<file path="config.mk">
export PLATFORM = sky130hd
export DESIGN_NAME = sha256_core_ctrl
export DESIGN_NICKNAME = d
export VERILOG_FILES = /design/src/rtl/sha256_pkg.sv /design/src/rtl/sha256_core_ctrl.sv
export SDC_FILE = /design/constraint.sdc
export NUM_CORES = 1
export LEC_CHECK = 0
export BUFFER_PORTS_ARGS = -buffer_cell sky130_fd_sc_hd__buf_2
export CAP_MARGIN = 30
export CORE_AREA = 10 10 67 69
export CTS_CLUSTER_DIAMETER = 50
export DETAILED_ROUTE_END_ITERATION = 6
export DIE_AREA = 0 0 77 79
export GPL_TIMING_DRIVEN = 0
export PLACE_DENSITY = 0.73
export SLEW_MARGIN = 20
export SYNTH_ARGS = -nofsm -noshare
export SYNTH_HDL_FRONTEND = slang
export SYNTH_SLANG_ARGS = --single-unit
</file>
<file path="constraint.sdc">
create_clock -name clk -period 1.6 [get_ports clk]
set_input_delay 0 -clock clk [delete_from_list [all_inputs] [get_ports clk]]
set_output_delay 0 -clock clk [all_outputs]
set_load 0.1 [all_outputs]
</file>
<file path="src/rtl/sha256_pkg.sv">
// Shared definitions for the SHA-256 controller, message expansion and compression.
package sha256_pkg;

   // State codes seen by the ME and compression datapath on fsm_state_out.
   localparam logic [2:0] IDLE   = 3'b000;
   localparam logic [2:0] INIT   = 3'b001;
   localparam logic [2:0] LOAD   = 3'b010;
   localparam logic [2:0] ROUND  = 3'b011;
   localparam logic [2:0] UPDATE = 3'b100;
   localparam logic [2:0] DONE   = 3'b101;

   localparam int unsigned BLOCK_WORDS = 16;
   localparam int unsigned ROUNDS      = 64;

   typedef enum logic [2:0] {
      StIdle   = IDLE,
      StInit   = INIT,
      StLoad   = LOAD,
      StRound  = ROUND,
      StUpdate = UPDATE,
      StDone   = DONE
   } state_e;

endpackage

</file>
<file path="src/rtl/sha256_core_ctrl.sv">
// Block sequencer for one SHA-256 core: IV load, 16-word message load, 64 rounds,
// hash update and digest handshake.
module sha256_core_ctrl
   import sha256_pkg::*;
#(
   parameter int unsigned DATA_WIDTH = 32,
   parameter int unsigned CNT_WIDTH  = 7
) (
   input  logic                  clk,
   input  logic                  rst_n,
   input  logic                  start_in,
   input  logic                  new_msg_in,
   input  logic                  last_blk_in,
   input  logic                  clear_in,
   input  logic                  msg_valid_in,
   input  logic [DATA_WIDTH-1:0] msg_word_in,
   output logic                  msg_ready_out,
   output logic [2:0]            fsm_state_out,
   output logic [CNT_WIDTH-1:0]  count_out,
   output logic [DATA_WIDTH-1:0] word_out,
   output logic                  hash_init_out,
   output logic                  round_en_out,
   output logic                  hash_update_out,
   output logic                  block_done_out,
   output logic                  digest_valid_out,
   input  logic                  digest_ready_in,
   output logic                  busy_out
);

   localparam logic [CNT_WIDTH-1:0] LastWord  = CNT_WIDTH'(BLOCK_WORDS - 1);
   localparam logic [CNT_WIDTH-1:0] LastRound = CNT_WIDTH'(ROUNDS - 1);
   localparam logic [CNT_WIDTH-1:0] CntOne    = CNT_WIDTH'(1);

   state_e               state_q, state_d;
   logic [CNT_WIDTH-1:0] count_q, count_d;
   logic                 new_q, new_d;
   logic                 last_q, last_d;
   logic                 block_done_q, block_done_d;

   // State, index, message flags and the block-done pulse register.
   always_ff @(posedge clk or negedge rst_n) begin
      if (!rst_n) begin
         state_q      <= StIdle;
         count_q      <= '0;
         new_q        <= 1'b0;
         last_q       <= 1'b0;
         block_done_q <= 1'b0;
      end else begin
         state_q      <= state_d;
         count_q      <= count_d;
         new_q        <= new_d;
         last_q       <= last_d;
         block_done_q <= block_done_d;
      end
   end

   // Next-state and index sequencing; clear_in overrides every transition.
   always_comb begin
      state_d      = state_q;
      count_d      = count_q;
      new_d        = new_q;
      last_d       = last_q;
      block_done_d = 1'b0;
      unique case (state_q)
         StIdle: begin
            if (start_in) begin
               new_d   = new_msg_in;
               last_d  = last_blk_in;
               count_d = '0;
               state_d = new_msg_in ? StInit : StLoad;
            end
         end
         StInit: state_d = StLoad;
         StLoad: begin
            // ready is always high in LOAD, so valid alone is the handshake
            if (msg_valid_in) begin
               if (count_q == LastWord) begin
                  count_d = '0;
                  state_d = StRound;
               end else begin
                  count_d = count_q + CntOne;
               end
            end
         end
         StRound: begin
            if (count_q == LastRound) begin
               count_d = '0;
               state_d = StUpdate;
            end else begin
               count_d = count_q + CntOne;
            end
         end
         StUpdate: begin
            count_d = '0;
            if (last_q) begin
               state_d = StDone;
            end else begin
               state_d      = StIdle;
               block_done_d = 1'b1;
            end
         end
         StDone: begin
            if (digest_ready_in) state_d = StIdle;
         end
         default: state_d = StIdle;
      endcase
      if (clear_in) begin
         state_d      = StIdle;
         count_d      = '0;
         new_d        = 1'b0;
         last_d       = 1'b0;
         block_done_d = 1'b0;
      end
   end

   // Datapath controls decoded from the registered state.
   always_comb begin
      fsm_state_out    = state_q;
      count_out        = count_q;
      msg_ready_out    = (state_q == StLoad);
      word_out         = (state_q == StLoad) ? msg_word_in : '0;
      // INIT is only ever entered with new_q set
      hash_init_out    = (state_q == StInit) && new_q;
      round_en_out     = (state_q == StRound);
      hash_update_out  = (state_q == StUpdate);
      block_done_out   = block_done_q;
      digest_valid_out = (state_q == StDone);
      busy_out         = (state_q != StIdle);
   end

endmodule

</file>
==> flow_summary.ini, run 1 <==
[detailed_routing]
remaining_drc_errors = 0
routed-wl-met3_um = 599
dr.first_iter.drc_count = 65
routed_via_density = 5.31
dr_total_vias = 1476
drt-total-wl_um = 6250
wl_per_cell_um = 22.5
top_layer = met4
met1_length_um = 2310
detail-route-antenna-nets = 0
wl_met2_um = 3220
firstDrtPassIters = 4

[timing]
rsz0062_at_grt = yes
final-max-slew-violation-count = 0
worst_pin_slew_ns = 0.498
final-setup-viol-count = 37
post_route_clock_period_utilization_pct = 107
final.setup.worst_slack_ns = -0.117
max_freq_mhz = 583
max_slew_margin_pct = 67.1
hold-worst-slack_ns = 0.0776
fin_worst_skew_ns = 0.0105
post-route-min-period_ns = 1.72
hold_viol_final = 0

[clock_network]
clock_transition_at_the_registers_of_the_reported_paths_ns = 0.09
cts_num_sinks = 13
tritoncts.num_buffers = 3
clock_latency_ns = 0.29
clock_tree.buffer_depth = 2
tritoncts_clock_tree = built
clock_tree.htree_level_count = 1
cts-root-buf = clkbuf_4

[layout]
layout.cells.non_filler = 278
synthToLayoutAreaGrowth_pct = 141
final_nets = 274
post_route_cells_drive_above_1_share_pct = 71.6
n_antenna_cell = 0
design_area_um2 = 2500

[worst_setup_path]
setup.worst_path.start = fsm_state_out[0]
endpoint_kind = flop
rr_startpoint = fsm_state_out[0]
cp-start-kind = flop
cp.arrival_ns = 1.90
cp.required_ns = 1.78
worstPathMaxFanout = 10
critPathKind = reg2reg

[synth]
synth.top_cells.by_count = and2_1 (33), dfrtp_1 (13), nand2_1 (11), nor2_1 (10), clkbuf_1 (6)
synthDominantAreaCellType = dfrtp_1
number_of_enable_flip_flop_cells_after_synthesis = 0
netlist_area_um2 = 1040
synth.yosys.warnings = 0
synth.ff_latch_count = 13
yosysMostFrequentCell = and2_1
mappedNetlistNets = 171
synthTopCellsByArea = dfrtp_1 (31%), and2_1 (20%), nand2_1 (4.0%)
synthDistinctLibCells = 35
synth_ff_type = dfrtp_1
synthCells = 130
synth.top_cell.area_share_pct = 31.3
ys_seq_area_share_pct = 31.3
synth_area_per_cell_um2 = 8.00
async_reset_ff_share_pct = 100

[floorplanning]
placeableCoreArea_um2 = 3230
dieArea_um2 = 6080
floorplan.die.width_um = 77
num_io_pins = 89
floorplan.rows = 21
initial_core_util_pct = 32.2
die_h_um = 79

[run]
max-cap-violations = 0

[global_route]
grt_max_degree = 14
grt_pass1_vias = 1459
initial_antenna_violation_count = 0
global_route_wire_length_before_repair_um = 8550
final_global_route_overflow_total = 0
grt_util_all_layers_pct = 17.5

[placed_design]
place_inst = 263
io_buffer_count = 87
placement.cell_area_um2 = 1770
finalWeightedCongestion = 0.813
place.detailed.hpwl_um = 3390

[pwr]
fin_total_pwr_mw = 2.54
static_leak_nw = 1.11
powerDensity_nw_per_um2 = 1010
irDropWorstVdd_mv = 0.496

[status]
violations = setup timing
run_status = finished, violations left

[min_path]
timing.hold.worst.start = clear_in
timing.hold.worst.class = in2reg
[worst max-delay path, stage by stage (launching register included)]
cell	delay [ns]
dfrtp_4	0.51
buf_4	0.15
nor2_2	0.19
o221a_2	0.38
o22ai_1	0.13
a32o_1	0.26
[repair_timing]
item,CTS,global route
buffers inserted,2,3
endpoints found under the hold margin,16,0
hold buffers,4,0
gates resized for setup,138,17
endpoints found under the setup margin,45,49
cloned,1,2
pin swaps,10,15
[cell type report]
type                    count  area (um^2)
multi-input cells         107          868
clock inverters             1         5.00
well taps                  46         57.6
flip-flops and latches     13          353
repair buffers             99         1090
clock buffers               3         22.5
inverters                   2         7.51
fillers                   188          731
plain buffers               7         96.3
[flip-flops by register name, summed over array words and instances (netlist names)]
name,flops
count_out,7
fsm_state_out,3
block_done_out,1
last_q,1
new_q,1
[cells by family after synthesis]
group                      synth area share, %
and+or+nand+nor                           43.7
AOI/OAI and AO/OA                         17.1
DFF                                       31.3
buffers and inverters                     3.85
muxes                                     2.89
adders and majority gates                 1.20
[worst paths after layout]
check                      slack (ns)  cells past startpoint          endpoint
setup / recovery                -0.12                      5      count_out[2]
max in group asynchronous        1.20                      2  fsm_state_out[0]
setup reg to reg                -0.12                      5      count_out[2]
hold / removal                   0.08                      2            last_q
min in group asynchronous        0.12                      2      count_out[1]
hold reg to reg                  0.50                      1    block_done_out
[power by group]
| group | internal, mW | leakage, nW | switching, mW |
|---|---|---|---|
| combinational | 0.722 | 0.934 | 1.22 |
| clock | 0.0929 | 0.0177 | 0.117 |
| sequential | 0.354 | 0.161 | 0.0328 |
| total | 1.17 | 1.11 | 1.37 |
[routing by layer]
metal,track usage (%),vias up
li1,-,656
met1,19.3,708
met2,32.0,102
met3,5.63,10
met4,4.20,0
met5,0,-
[placed cells by master (no fill, tap or decap), types with 4 or more instances in the layout]
| cell | n |
|---|---|
| buf_12 | 33 |
| dfrtp_4 | 6 |
| buf_4 | 5 |
| buf_2 | 49 |
| clkbuf_4 | 4 |
| nand2_1 | 10 |
| dfrtp_2 | 4 |
| nor2_1 | 6 |
| dlygate4sd3_1 | 4 |
| buf_6 | 5 |
| and2_4 | 31 |
[through the flow]
stage	setup WS (ns)	TNS [ns]	utilization (%)
5_1_grt	-0.159	-4.55	77.4
4_1_cts	-0.0919	-2.39	73.4
3_3_place_gp	-0.101	-2.20	54.9
3_5_place_dp	-0.119	-2.64	54.9
2_1_floorplan	-0.359	-1.93	-
6_report	-0.117	-2.93	77.4
Power figures use the tool's default switching activity.
==> run 2: changes to the inputs <==
PLACE_DENSITY = 0.78   (was 0.73)
==> run 2 against run 1 <==
Design area increased by 2.9%. Flip-flop and latch count unchanged. Worst hold slack got worse by 0.022 ns. Setup slack got worse by 0.020 ns. Core utilization increased by 2.2 points. Sequential power about the same. Maximum frequency decreased by 1.1%. Cell count increased by 2.9%. Non-clock buffer count increased by 7. Critical endpoint is now word_out[22]. Global-route usage decreased by 0.47 points. Clock skew about the same. The run still ends with setup timing left. First-iteration DRC count increased by 3.1%.
==> flow_summary.ini, run 2 (synthesis gave the netlist of run 1 again) <==
[pwr]
power.clock.fraction_pct = 8.3
powerDensity_nw_per_um2 = 997
swShare_pct = 53.3
irDropWorstVdd_mv = 0.641
seqPwrFrac_pct = 15.1
power_frac_comb_pct = 76.6
net-switching-power_mw = 1.37
static_leak_nw = 1.15
internal_power_mw = 1.20

[clock_network]
clock_latency_ns = 0.29
cts_num_sinks = 13
cts-root-buf = clkbuf_4
clock_tree.buffer_depth = 2
tritoncts_clock_tree = built
tritoncts.num_buffers = 3
clock_tree.htree_level_count = 1
clock_transition_at_the_registers_of_the_reported_paths_ns = 0.09

[timing]
final-setup-viol-count = 38
post-route-min-period_ns = 1.74
final.setup.worst_slack_ns = -0.136
max_slew_margin_pct = 67.0
fin_worst_skew_ns = 0.0107
max_freq_mhz = 576
rsz0062_at_grt = yes
totalNegativeSetupSlack_ns = -3.34
worst_pin_slew_ns = 0.499
post_route_clock_period_utilization_pct = 109
hold_viol_final = 0
final-max-slew-violation-count = 0

[worst_setup_path]
cp.arrival_ns = 1.74
cp.required_ns = 1.60
crit_path_buffers_inverters = 3
cp-start-kind = flop
worst_r2r_path_depth = 5
setup.worst_path.start = fsm_state_out[2]
rr_startpoint = fsm_state_out[2]
cp_slowest_stage_delay_ns = 0.52
endpoint_kind = output pin
critical_path_depth = 6
timing.critical_path.to = word_out[22]
r2r-end = fsm_state_out[0]
r2r_slack_ns = -0.06
critPathKind = reg2out
cp_cell_sequence = nand2b_4 > nor2_4 > buf_4 > clkbuf_8 > and2_4 > buf_12
worstPathMaxFanout = 5
critPathTopFamily = flip-flops
critical_path.slowest_cell = dfrtp_4

[run]
max-cap-violations = 0

[global_route]
grt_pass1_vias = 1482
grt_util_all_layers_pct = 17.0
global_route_wire_length_before_repair_um = 8510
final_global_route_overflow_total = 0
initial_antenna_violation_count = 1
grt_max_degree = 14

[floorplanning]
floorplan.rows = 21
dieArea_um2 = 6080
floorplan.die.width_um = 77
die_h_um = 79
num_io_pins = 89
initial_core_util_pct = 32.2
placeableCoreArea_um2 = 3230

[min_path]
timing.hold.worst.start = clear_in
timing.hold.worst.class = in2reg

[layout]
final_nets = 281
commonest_cells_after_routing_fill_and_taps_aside = buf_2 (49), buf_12 (34), and2_4 (30)
largest_register_ffs = 7
finish.utilization_pct = 79.6
layout.cells.most_common = buf_2
synthToLayoutAreaGrowth_pct = 147
layout.cells.non_filler = 286
post_route_cells_drive_above_1_share_pct = 72.8

[detailed_routing]
drt-total-wl_um = 5960
dr.first_iter.drc_count = 67
dr_total_vias = 1458
wl_per_cell_um = 20.9
firstDrtPassIters = 4
remaining_drc_errors = 0
detail-route-antenna-nets = 0
routed_via_density = 5.10

[placed_design]
finalWeightedCongestion = 0.822
place_inst = 263
place.detailed.hpwl_um = 3520
io_buffer_count = 87

[status]
violations = setup timing
run_status = finished, violations left
==> run 2: metal layers <==
metal	part of all wire, %	global-route usage [%]
met1	43	21.1
met2	48	28.2
met3	7.5	5.18
met4	0.84	4.38
met5	0	0
==> run 2: timing repair <==
item,4_1_cts,5_1_grt
hold buffers,4,0
setup buffers,7,4
pin swaps,31,6
gates resized for setup,143,17
setup endpoints to repair,45,48
hold endpoints to repair,16,0
cloned,3,0
==> run 2: worst reg2reg max path: cells and delay by family (launching register included) <==
kind	cells	cell delay [ns]
buffers and inverters	1	0.13
flip-flops	1	0.46
AO/OA/AOI/OAI	3	0.53
AND/OR/NAND/NOR	1	0.43
==> run 2: cell type report <==
class / instances / area, um^2
repair buffers: 105 / 1130
multi-input cells: 107 / 880
flip-flops and latches: 13 / 353
clock buffers: 3 / 22.5
plain buffers: 8 / 110
diodes: 1 / 2.50
clock inverters: 1 / 5.00
inverters: 2 / 7.51
fillers: 198 / 659
well taps: 46 / 57.6
==> run 2: power groups by stage <==
stage,Combinational (mW),Clock (mW),Sequential (mW)
6_report,1.96,0.213,0.388
5_1_grt,2.02,0.228,0.392
4_1_cts,1.85,0.212,0.385
3_5_place_dp,1.42,0,0.391
3_3_place_gp,1.41,0,0.390
2_1_floorplan,1.11,0,0.481
==> run 2: how the worst min path moves through the flow <==
| stage | endpoint | slack, ns | cells past startpoint |
|---|---|---|---|
| after floorplan | block_done_out | -0.30 | 0 |
| after global placement | count_out[1] | -0.1 | 1 |
| after detailed placement | last_q | -0.1 | 1 |
| after CTS | new_q | 0.04 | 2 |
| after global routing | new_q | 0.09 | 2 |
| final | new_q | 0.06 | 2 |
==> run 2: stage by stage <==
stage | hold WS, ns | cell area [um^2] | worst slack (ns) | total power [mW]
5_1_grt | 0.0909 | 2570 | -0.170 | 2.64
6_report | 0.0561 | 2570 | -0.136 | 2.56
4_1_cts | 0.0385 | 2470 | -0.0694 | 2.44
3_5_place_dp | -0.0954 | 1770 | -0.168 | 1.81
3_3_place_gp | -0.0960 | 1770 | -0.149 | 1.80
2_1_floorplan | -0.296 | 1280 | -0.359 | 1.59
==> run 3: changes to the inputs <==
RECOVER_POWER = 100   (was unset)
REMOVE_ABC_BUFFERS = 1   (was unset)
==> run 3 against run 2 <==
The run still ends with setup timing left. Clock power is 2% higher. Flip-flop and latch count stayed put. Global-route usage is 1.2 points lower. Design area is 9.0% lower. Worst hold slack worse by 0.046 ns. Maximum frequency is 3.7% higher. Combinational power is 7% lower. Power is 5.7% lower. Non-clock buffer count is 7 lower. Routed wire length is 4.2% higher. Largest power group unchanged.
==> flow_summary.ini, run 3 (synthesis gave the netlist of run 1 again) <==
[clock_network]
clock_transition_at_the_registers_of_the_reported_paths_ns = 0.08
tritoncts_clock_tree = built
clock_latency_ns = 0.29
tritoncts.num_buffers = 3
cts-root-buf = clkbuf_4
clock_tree.buffer_depth = 2
clock_tree.htree_level_count = 1
cts_num_sinks = 13

[layout]
synthToLayoutAreaGrowth_pct = 125
layout.cells.non_filler = 280
n_antenna_cell = 0
layout.cells.most_common = buf_2
design_area_um2 = 2340
post_route_cells_drive_above_1_share_pct = 65.0
final_nets = 276
largest_register_ffs = 7
commonest_cells_after_routing_fill_and_taps_aside = buf_2 (48), and2_4 (26), buf_12 (26)
finish.utilization_pct = 72.4

[global_route]
global_route_wire_length_before_repair_um = 7790
grt_pass1_vias = 1389
final_global_route_overflow_total = 0
grt_util_all_layers_pct = 15.9
grt_max_degree = 18
initial_antenna_violation_count = 0

[worst_setup_path]
critPathKind = reg2reg
cp-start-kind = flop
cp_cell_sequence = or3_4 > a211oi_4 > nor2_1 > o31ai_1
cp.required_ns = 1.78
crit_path_buffers_inverters = 0
cp.arrival_ns = 1.86
critPathTopFamily = compound AO/OA/AOI/OAI gates
cp_slowest_stage_delay_ns = 0.47
worstPathMaxFanout = 7
endpoint_kind = flop
critical_path.slowest_cell = dfrtp_2

[placed_design]
place.detailed.hpwl_um = 3360
detailedPlace.worstSlack_ns = -0.630
placement.cell_area_um2 = 1510
io_buffer_count = 88
place_inst = 256
finalWeightedCongestion = 0.770

[pwr]
swShare_pct = 56.0
seqPwrFrac_pct = 15.4
internal_power_mw = 1.06
irDropWorstVdd_mv = 0.658
powerDensity_nw_per_um2 = 1030
net-switching-power_mw = 1.36
static_leak_nw = 1.08
power_frac_comb_pct = 75.6
power.clock.fraction_pct = 9.0

[timing]
final-max-slew-violation-count = 0
final.setup.worst_slack_ns = -0.0745
post_route_clock_period_utilization_pct = 105
max_slew_margin_pct = 51.6
rsz0062_at_grt = yes
max_freq_mhz = 597
post-route-min-period_ns = 1.67
fin_worst_skew_ns = 0.00260
worst_pin_slew_ns = 0.726
final-setup-viol-count = 21
totalNegativeSetupSlack_ns = -0.433
hold_viol_final = 0

[detailed_routing]
firstDrtPassIters = 4
remaining_drc_errors = 0
routed_via_density = 5.24
wl_per_cell_um = 22.2
drt-total-wl_um = 6210
detail-route-antenna-nets = 0
dr_total_vias = 1468
dr.first_iter.drc_count = 69

[floorplanning]
floorplan.rows = 21
num_io_pins = 89
dieArea_um2 = 6080
initial_core_util_pct = 32.2
placeableCoreArea_um2 = 3230
die_h_um = 79
floorplan.die.width_um = 77

[run]
max-cap-violations = 0

[status]
violations = setup timing
run_status = finished, violations left

[min_path]
timing.hold.worst.class = in2reg
run 3: worst paths after layout:
path,startpoint,slack (ns),cells past startpoint,endpoint
hold reg to reg,last_q,0.52,1,block_done_out
max in group asynchronous,rst_n,0.80,2,fsm_state_out[2]
hold / removal,new_msg_in,0.01,3,new_q
min in group asynchronous,rst_n,0.30,2,count_out[6]
setup reg to reg,fsm_state_out[0],-0.07,4,fsm_state_out[2]
setup / recovery,fsm_state_out[0],-0.07,4,fsm_state_out[2]
run 3: metal layers:
layer,up-vias,track usage (%),wire length (um)
li1,667,-,-
met4,0,5.84,308
met3,23,3.15,358
met1,683,16.5,2040
met5,-,0,0
met2,95,30.8,3510
run 3: area by class of cell:
type                            instances  area, um^2
Clock buffer                            4        26.3
Fill cell                             211         892
Inverter                                2        7.51
Multi-Input combinational cell        109         853
Sequential cell                        13         330
Tap cell                               46        57.6
Timing Repair Buffer                  106        1060
run 3: power by group through the flow:
stage	Sequential (mW)	Clock, mW	Combinational (mW)
finish	0.372	0.218	1.83
global route	0.373	0.239	1.87
CTS	0.374	0.213	1.47
detailed placement	0.397	0	1.23
global placement	0.396	0	1.22
floorplan	0.480	0	0.929
run 3: worst reg2reg max path, stage by stage, from the launching register on:
cell      delay (ns)
dfrtp_2         0.47
or3_4           0.41
a211oi_4        0.36
nor2_1          0.08
o31ai_1         0.25
run 3: what timing repair did:
action,CTS,global route
pin swaps,4,13
hold buffers,4,0
endpoints found under the setup margin,49,47
cloned,2,0
hold endpoints to repair,16,0
buffers inserted,9,5
resized for setup,74,110
run 3: per-stage QoR:
| stage | power (mW) | hold slack [ns] |
|---|---|---|
| detailed placement | 1.63 | -0.0976 |
| global route | 2.48 | 0.0373 |
| CTS | 2.06 | 0.00627 |
| finish | 2.42 | 0.00987 |
| global placement | 1.62 | -0.0926 |
| floorplan | 1.41 | -0.296 |
